**config.mk**
```make
export PLATFORM = sky130hd
export DESIGN_NAME = nes_mem_arbiter
export DESIGN_NICKNAME = d
export VERILOG_FILES = /design/src/rtl/nes_mem_arbiter.sv
export SDC_FILE = /design/constraint.sdc
export NUM_CORES = 1
export LEC_CHECK = 0
export ABC_AREA = 1
export CAP_MARGIN = 20
export CORE_MARGIN = 2
export CORE_UTILIZATION = 38
export DETAILED_ROUTE_END_ITERATION = 10
export GPL_TIMING_DRIVEN = 0
export PLACE_DENSITY_LB_ADDON = 0.05
export SETUP_SLACK_MARGIN = 0.15
export SLEW_MARGIN = 0
export SYNTH_ARGS = -nofsm -noshare
export SYNTH_HDL_FRONTEND = slang
export SYNTH_SLANG_ARGS = --single-unit
```
**constraint.sdc**
```tcl
create_clock -name clk -period 1.6 [get_ports clk]
set_input_delay 0.32 -clock clk [delete_from_list [all_inputs] [get_ports clk]]
set_output_delay 0.32 -clock clk [all_outputs]
set_load 0.005 [all_outputs]
```
**src/rtl/nes_mem_arbiter.sv**
```systemverilog
// Fixed-priority (PPU > DMA > CPU) arbiter for the single-port NES memory bus.
// Optional ISSUE watchdog is built in when NES_ARB_TIMEOUT_EN is defined.
module nes_mem_arbiter #(
  parameter int ADDR_WIDTH     = 16,
  parameter int DATA_WIDTH     = 8,
  parameter int TIMEOUT_CYCLES = 255
) (
  input  logic                  clk,
  input  logic                  rst,
  input  logic                  i_ppu_req,
  input  logic [ADDR_WIDTH-1:0] i_ppu_addr,
  input  logic                  i_ppu_we,
  input  logic [DATA_WIDTH-1:0] i_ppu_wdata,
  output logic                  o_ppu_ack,
  input  logic                  i_dma_req,
  input  logic [ADDR_WIDTH-1:0] i_dma_addr,
  input  logic                  i_dma_we,
  input  logic [DATA_WIDTH-1:0] i_dma_wdata,
  output logic                  o_dma_ack,
  input  logic                  i_cpu_req,
  input  logic [ADDR_WIDTH-1:0] i_cpu_addr,
  input  logic                  i_cpu_we,
  input  logic [DATA_WIDTH-1:0] i_cpu_wdata,
  output logic                  o_cpu_ack,
  output logic [DATA_WIDTH-1:0] o_rdata,
  output logic [2:0]            o_grant,
  output logic                  o_busy,
  output logic                  o_mem_req,
  output logic [ADDR_WIDTH-1:0] o_mem_addr,
  output logic                  o_mem_we,
  output logic [DATA_WIDTH-1:0] o_mem_wdata,
  input  logic                  i_mem_ack,
  input  logic [DATA_WIDTH-1:0] i_mem_rdata,
  input  logic                  i_err_clr,
  output logic                  o_timeout_err
);

  typedef enum logic [1:0] {IDLE, ISSUE, DONE} state_t;

  state_t                state_reg;
  logic [2:0]            req_vec;
  logic [2:0]            we_vec;
  logic [2:0]            pick;
  logic [2:0]            ack_reg;
  logic [ADDR_WIDTH-1:0] addr_arr  [3];
  logic [DATA_WIDTH-1:0] wdata_arr [3];
  logic [ADDR_WIDTH-1:0] sel_addr;
  logic                  sel_we;
  logic [DATA_WIDTH-1:0] sel_wdata;
  logic                  timeout_hit;

  // Index 0 = PPU, 1 = DMA, 2 = CPU; lower index wins.
  assign req_vec      = {i_cpu_req, i_dma_req, i_ppu_req};
  assign we_vec       = {i_cpu_we, i_dma_we, i_ppu_we};
  assign addr_arr[0]  = i_ppu_addr;
  assign addr_arr[1]  = i_dma_addr;
  assign addr_arr[2]  = i_cpu_addr;
  assign wdata_arr[0] = i_ppu_wdata;
  assign wdata_arr[1] = i_dma_wdata;
  assign wdata_arr[2] = i_cpu_wdata;

  // Isolating the lowest set request bit yields the one-hot winner.
  assign pick = req_vec & (~req_vec + 3'd1);

  always_comb begin
    sel_addr  = '0;
    sel_we    = 1'b0;
    sel_wdata = '0;
    for (int i = 0; i < 3; i++) begin
      if (pick[i]) begin
        sel_addr  = addr_arr[i];
        sel_we    = we_vec[i];
        sel_wdata = wdata_arr[i];
      end
    end
  end

  assign o_ppu_ack = ack_reg[0];
  assign o_dma_ack = ack_reg[1];
  assign o_cpu_ack = ack_reg[2];

  always_ff @(posedge clk or posedge rst) begin
    if (rst) begin
      state_reg   <= IDLE;
      o_grant     <= '0;
      o_busy      <= 1'b0;
      o_mem_req   <= 1'b0;
      o_mem_addr  <= '0;
      o_mem_we    <= 1'b0;
      o_mem_wdata <= '0;
      o_rdata     <= '0;
      ack_reg     <= '0;
    end else begin
      case (state_reg)
        IDLE: begin
          if (|req_vec) begin
            state_reg   <= ISSUE;
            o_grant     <= pick;
            o_busy      <= 1'b1;
            o_mem_req   <= 1'b1;
            o_mem_addr  <= sel_addr;
            o_mem_we    <= sel_we;
            o_mem_wdata <= sel_wdata;
          end
        end
        ISSUE: begin
          if (i_mem_ack) begin
            o_mem_req <= 1'b0;
            if (!o_mem_we) o_rdata <= i_mem_rdata;
            ack_reg   <= o_grant;
            state_reg <= DONE;
          end else if (timeout_hit) begin
            o_mem_req <= 1'b0;
            o_rdata   <= '1;
            ack_reg   <= o_grant;
            state_reg <= DONE;
          end
        end
        DONE: begin
          // One-cycle gap so a requester's stale req is never re-sampled.
          ack_reg   <= '0;
          o_grant   <= '0;
          o_busy    <= 1'b0;
          state_reg <= IDLE;
        end
        default: state_reg <= IDLE;
      endcase
    end
  end

`ifdef NES_ARB_TIMEOUT_EN
  localparam int CLOG = $clog2(TIMEOUT_CYCLES + 1);
  localparam int CW   = (CLOG < 8) ? 8 : ((CLOG > 32) ? 32 : CLOG);

  logic [CW-1:0] cnt_reg;
  logic          err_reg;

  assign timeout_hit   = (state_reg == ISSUE) && !i_mem_ack &&
                         (cnt_reg == CW'(TIMEOUT_CYCLES - 1));
  assign o_timeout_err = err_reg;

  always_ff @(posedge clk or posedge rst) begin
    if (rst) begin
      cnt_reg <= '0;
      err_reg <= 1'b0;
    end else begin
      if (state_reg == ISSUE && !i_mem_ack && !timeout_hit) cnt_reg <= cnt_reg + 1'b1;
      else                                                  cnt_reg <= '0;
      // A fresh timeout takes precedence over a simultaneous clear.
      if (timeout_hit)    err_reg <= 1'b1;
      else if (i_err_clr) err_reg <= 1'b0;
    end
  end
`else
  logic unused_err_clr;

  assign unused_err_clr = i_err_clr;
  assign timeout_hit    = 1'b0;
  assign o_timeout_err  = 1'b0;
`endif

endmodule

```
==> impl_metrics.py, run 1 <==
metrics = {
    "yosys": {
        "netlist_top_cells_area": "dfrtp_1, nand2_1, nand3_1",
        "ys_seq_area_share_pct": 47.86,
        "synth.top_cell.area_share_pct": 47.86,
        "yosysTopAreaCell": "dfrtp_1",
        "synth.distinct_cells": 18,
        "ys_ff_latch": 43,
        "syn_area_mm2": 0.002248,
        "syn_area_per_cell_um2": 7.470,
        "ys_warn_count": 0,
        "synth_nets": 391,
        "synthCells": 301,
    },
    "pwr": {
        "power.density_mw_per_mm2": 1264,
        "peakVddDrop_mv": 0.5103,
        "p_leak_nw": 1.902,
    },
    "cts": {
        "cts_root_buf": "clkbuf_8",
        "cts_htree_levels": 2,
        "cts.sinks": 43,
        "cts_made_buffers": 5,
        "cts_max_path_buffers": 2,
        "clock_latency_ns": 0.30,
        "cts_tree": "yes",
        "clk_pin_slew_ns": 0.09,
    },
    "finish": {
        "fillers": 576,
        "drive_above_1_share_pct": 8.824,
        "regMostFlops": "o_mem_addr",
        "syn2layout_area_growth_pct": 65.44,
        "top_regs": "o_mem_addr x16, o_mem_wdata x8, o_rdata x8",
        "num_antenna_cells": 0,
        "final_util_pct": 63.96,
        "mostFrequentLayoutCell": "nand2_1",
        "layout_common_cells": "nand2_1, nand3_1, clkdlybuf4s50_1, dfrtp_1, dlygate4sd2_1",
        "finalNonFillerCells": 517,
        "largest_reg_flops": 16,
        "nets": 531,
    },
    "worst_setup_path": {
        "worstSetupStartpointType": "flip-flop",
        "endpoint_kind": "primary output",
        "cp_cell_sequence": "dlygate4sd2_1",
        "crit_family": "flip-flops",
        "slowest_delay_ns": 0.40,
        "cp.arrival_ns": 0.98,
        "cp.required_ns": 1.28,
        "critPathBufInv": 1,
        "path_class": "flip-flop to primary output",
        "critPathMaxFanout": 3,
        "critical-path-slowest-cell": "dfrtp_1",
        "regToRegSetupSlack_ns": 0.31,
    },
    "place": {
        "dp.cells": 503,
        "place_congestion": 0.7620,
        "place.port_buffers": 126,
        "pre_cts_slack_ns": -0.1503,
        "hpwlAfterDp_um": 4811,
    },
    "drt": {
        "postRouteAntennaNets": 0,
        "wl_um": 6658,
        "drt_iter0_markers": 86,
        "viasPerCell": 4.805,
        "dr.pass1.iters": 7,
        "post_drt_wl_per_cell_um": 12.88,
        "num_vias": 2484,
        "drcViolationCount": 0,
    },
    "timing": {
        "worstMarginPinSlew_ns": 0.5492,
        "fin_crit_ns": 1.300,
        "setup-violations-final": 0,
        "fin_crit_sh_pct": 81.22,
        "rsz0062_at_grt": "false",
        "setup_ws_ns": 0.3005,
        "maxSlewHeadroom_pct": 63.39,
        "max_freq_ghz": 0.7695,
        "slew_violations": 0,
        "finClkSkew_ns": 0.009482,
        "setup-tns-final_ns": 0,
        "hold_viol_final": 0,
    },
    "die": {
        "die_h_um": 80.92,
        "placementRows": 28,
        "start_util_pct": 38.66,
        "die_x_um": 80.92,
        "boundaryPins": 132,
        "die-area_mm2": 0.006548,
        "core_area_mm2": 0.005816,
    },
    "global_routing": {
        "grt_overflow_total": 0,
        "grt_pass1_vias": 2374,
        "track_usage_pct": 21.41,
        "antenna_found_initial": 0,
        "grt_max_degree": 43,
        "grt_pass1_wl_um": 10980,
    },
    "outcome": {
        "status": "complete, no violations",
    },
    "min_path": {
        "hp-class": "primary input to async pin",
    },
    "job": {
        "maxCapViolCount": 0,
    },
}
-- kinds of logic after synthesis --
family / share of synthesized area, %
DFF: 47.86
other: 0.1668
and+or+nand+nor: 43.18
AOI/OAI and AO/OA: 1.558
buffers and inverters: 7.234
-- cell usage after synthesis --
master and n:
nor2_8 1, clkbuf_1 3, inv_1 7, buf_4 6, inv_2 2, dfrtp_1 43, clkinv_1 1, or2_2 1
nand2_1 126, nor2_2 1, buf_2 7, conb_1 1, buf_6 3, nor2_1 2, nand2_2 1, o21ai_0 7
nand2_4 1, nand3_1 88
-- timing repair --
| action | in CTS | in global routing |
|---|---|---|
| setup buffers | 6 | 0 |
| endpoints found under the setup margin | 41 | 9 |
| gates resized for setup | 40 | 2 |
| hold buffers | 0 | 0 |
| hold endpoints to repair | 0 | 0 |
-- cell type report --
| type | count | area (µm²) | share of cell area [%] |
|---|---|---|---|
| Buffer | 19 | 125.1 | 3.364 |
| Tap cell | 75 | 93.84 | 2.523 |
| Timing Repair Buffer | 133 | 1279 | 34.38 |
| Clock buffer | 5 | 68.82 | 1.850 |
| Multi-Input combinational cell | 229 | 1015 | 27.28 |
| Clock inverter | 3 | 25.02 | 0.6727 |
| Inverter | 10 | 37.54 | 1.009 |
| Sequential cell | 43 | 1076 | 28.93 |
-- report_power, final --
part | internal, mW | switching, mW
registers | 1.57 | 0.229
clock network | 0.312 | 0.393
logic | 1.12 | 1.08
-- final timing paths --
kind / startpoint / end / cells after the start
setup / recovery: o_grant[2]$_DFFE_PP0P_ / o_grant[2] / 1
hold / removal: rst / o_mem_addr[9]$_DFFE_PP0P_ / 2
setup reg to reg: state_reg[1]$_DFFE_PP0P_ / o_mem_addr[4]$_DFFE_PP0P_ / 6
hold reg to reg: o_rdata[5]$_DFFE_PP0P_ / o_rdata[5]$_DFFE_PP0P_ / 2
max in group asynchronous: rst / o_mem_addr[0]$_DFFE_PP0P_ / 3
min in group clk: i_dma_req / o_mem_wdata[6]$_DFFE_PP0P_ / 5
-- per-stage QoR --
| stage | area (µm²) | hold slack, ns | power (mW) |
|---|---|---|---|
| after floorplan | 2248 | 0.4296 | 2.845 |
| after global placement | 3603 | 0.4543 | 4.229 |
| after detailed placement | 3623 | 0.4580 | 4.254 |
| after CTS | 3712 | 0.1758 | 4.757 |
| after global routing | 3720 | 0.1758 | 5.125 |
| final | 3720 | 0.1818 | 4.704 |
-- routing by layer --
| layer | wire [µm] | track usage [%] | up-vias |
|---|---|---|---|
| li1 | - | - | 1255 |
| met1 | 2973 | 26.49 | 1145 |
| met4 | 31 | 4.576 | 0 |
| met5 | 0 | 0 | - |
| met2 | 3145 | 37.27 | 82 |
| met3 | 508 | 6.000 | 2 |
Power figures use the tool's default switching activity.
==> run 2: changes to the inputs <==
- clock period: 1.6 -> 1.21 ns (I/O delays scaled with it)
==> run 2 against run 1 <==
Sequential power rose by 34%; wire length grew 8.7%; design area grew 3.1%; non-clock buffer count increased by 18; largest cell class unchanged; clock skew hardly changed.
==> impl_metrics.py, run 2 (synthesis gave the netlist of run 1 again) <==
metrics = {
    "outcome": {
        "status": "complete, no violations",
    },
    "place": {
        "pre_cts_slack_ns": -0.3401,
        "place_congestion": 0.7744,
        "dpl-instance-area_mm2": 0.003621,
        "dp.cells": 502,
        "hpwlAfterDp_um": 4923,
        "place.port_buffers": 126,
    },
    "worst_setup_path": {
        "cp.required_ns": 1.44,
        "timing.rr.start": "state_reg[0]$_DFFE_PP0P_",
        "critPathMaxFanout": 5,
        "cp_cell_sequence": "nor2_4, nand2_4, inv_8, clkbuf_16, nand2_1, nand2_1",
        "crit_start": "state_reg[0]$_DFFE_PP0P_",
        "slowest_delay_ns": 0.44,
        "cp.arrival_ns": 1.34,
        "critical-path-slowest-cell": "dfrtp_1",
        "crit_family": "flip-flops",
        "path_class": "flip-flop to flip-flop",
        "path_common_cell": "nand2_1",
        "endpoint_kind": "flip-flop",
        "worstSetupStartpointType": "flip-flop",
        "critPathBufInv": 2,
    },
    "die": {
        "boundaryPins": 132,
        "die-area_mm2": 0.006548,
        "placementRows": 28,
        "core_area_mm2": 0.005816,
        "die_h_um": 80.92,
        "die_x_um": 80.92,
        "start_util_pct": 38.66,
    },
    "pwr": {
        "peakVddDrop_mv": 0.8122,
        "pwr-share-comb_pct": 51.9,
        "swShare_pct": 37.12,
        "p_sw_mw": 2.573,
        "p_leak_nw": 1.944,
        "power.density_mw_per_mm2": 1807,
        "intPower_mw": 4.359,
        "p_seq_share_pct": 34.6,
        "clock_power_share_pct": 13.4,
    },
    "global_routing": {
        "grt_pass1_wl_um": 11470,
        "track_usage_pct": 22.42,
        "grt_overflow_total": 0,
        "grt_max_degree": 23,
        "antenna_found_initial": 0,
        "grt_pass1_vias": 2535,
    },
    "finish": {
        "fillers": 552,
        "largest_reg_flops": 16,
        "layout_common_cells": "nand2_1, nand3_1, clkdlybuf4s50_1, buf_2, dfrtp_1",
        "finalNonFillerCells": 536,
        "mostFrequentLayoutCell": "nand2_1",
        "nets": 550,
        "num_antenna_cells": 0,
        "regMostFlops": "o_mem_addr",
        "drive_above_1_share_pct": 26.25,
        "syn2layout_area_growth_pct": 70.62,
        "top_regs": "o_mem_addr x16, o_mem_wdata x8, o_rdata x8",
        "design_area_mm2": 0.003836,
    },
    "timing": {
        "rsz0062_at_grt": "true",
        "hold_viol_final": 0,
        "setup-violations-final": 0,
        "setup_ws_ns": 0.1023,
        "max_freq_ghz": 0.9028,
        "worstMarginPinSlew_ns": 0.5371,
        "fin_crit_ns": 1.108,
        "setup-tns-final_ns": 0,
        "maxSlewHeadroom_pct": 64.20,
        "slew_violations": 0,
        "fin_crit_sh_pct": 91.55,
        "finClkSkew_ns": 0.009701,
        "hold_ws_ns": 0.3446,
    },
    "drt": {
        "wl_um": 7234,
        "drcViolationCount": 0,
        "dr.pass1.iters": 4,
        "post_drt_wl_per_cell_um": 13.50,
        "viasPerCell": 4.832,
        "drt_iter0_markers": 78,
        "postRouteAntennaNets": 0,
        "num_vias": 2590,
    },
    "min_path": {
        "hp-class": "primary input to flip-flop",
        "hold_start": "i_ppu_req",
    },
    "cts": {
        "cts.sinks": 43,
        "cts_root_buf": "clkbuf_8",
        "clk_pin_slew_ns": 0.09,
        "cts_htree_levels": 2,
        "clock_latency_ns": 0.29,
        "cts_tree": "yes",
        "cts_made_buffers": 5,
        "cts_max_path_buffers": 2,
    },
    "job": {
        "maxCapViolCount": 0,
    },
}
==> run 2: cell count changes in the layout (fill, tap and decap cells not counted), moves of 5 or more <==
cell / change
buf_2: +40
buf_6: +5
nand2_1: -17
buf_4: +12
dlygate4sd2_1: -40
nand2_2: +15
==> run 2: timing repair <==
item | in CTS | in global routing
pin swaps | 11 | 16
hold buffers | 0 | 0
gates resized for setup | 187 | 15
buffers inserted | 19 | 4
cloned | 2 | 1
endpoints found under the setup margin | 107 | 101
==> run 2: power groups by stage <==
stage / Clock, mW / Combinational [mW] / Sequential, mW
2_1_floorplan: 0 / 1.31 / 2.49
3_5_place_dp: 0 / 3.22 / 2.45
3_3_place_gp: 0 / 3.18 / 2.44
4_1_cts: 0.970 / 3.35 / 2.39
6_report: 0.932 / 3.60 / 2.40
5_1_grt: 1.02 / 3.98 / 2.47
==> run 2: final cells by class <==
type	instances	area [µm²]	share of cell area [%]
repair inverters	1	7.507	0.1957
clock inverters	3	23.77	0.6197
flip-flops and latches	43	1077	28.08
clock buffers	5	68.82	1.794
multi-input cells	229	1084	28.25
inverters	10	53.80	1.402
well taps	75	93.84	2.446
plain buffers	19	143.9	3.751
repair buffers	151	1284	33.46
==> run 2: per-stage QoR <==
step           utilization (%)  power [mW]
2_1_floorplan                -       3.793
3_3_place_gp             62.26       5.617
3_5_place_dp             62.26       5.677
4_1_cts                  64.31       6.712
5_1_grt                  65.96       7.469
6_report                 65.96       6.932
==> run 2: per-layer routing <==
layer  global-route usage [%]  up-vias  routed length (µm)
li1                         -     1297                   -
met1                    27.29     1210                3151
met2                    40.74       81                3568
met3                    5.333        2                 491
met4                    3.729        0                  23
met5                        0        -                   0
==> run 2: worst reg2reg max path: cells and delay by family, from the launching register on <==
family / cells / cell delay [ns]
flops: 1 / 0.44
simple gates: 4 / 0.35
buf+inv: 2 / 0.25
==> run 2: final timing paths <==
path                                             end  slack, ns  cells past startpoint
max reg2reg                o_mem_addr[6]$_DFFE_PP0P_       0.10                      6
max in group asynchronous       o_mem_we$_DFFE_PP0P_       0.44                      2
min reg2reg                   o_rdata[1]$_DFFE_PP0P_       0.47                      2
min in group asynchronous     o_rdata[7]$_DFFE_PP0P_       0.42                      2
max                        o_mem_addr[6]$_DFFE_PP0P_       0.10                      6
min                        o_mem_addr[3]$_DFFE_PP0P_       0.34                      5
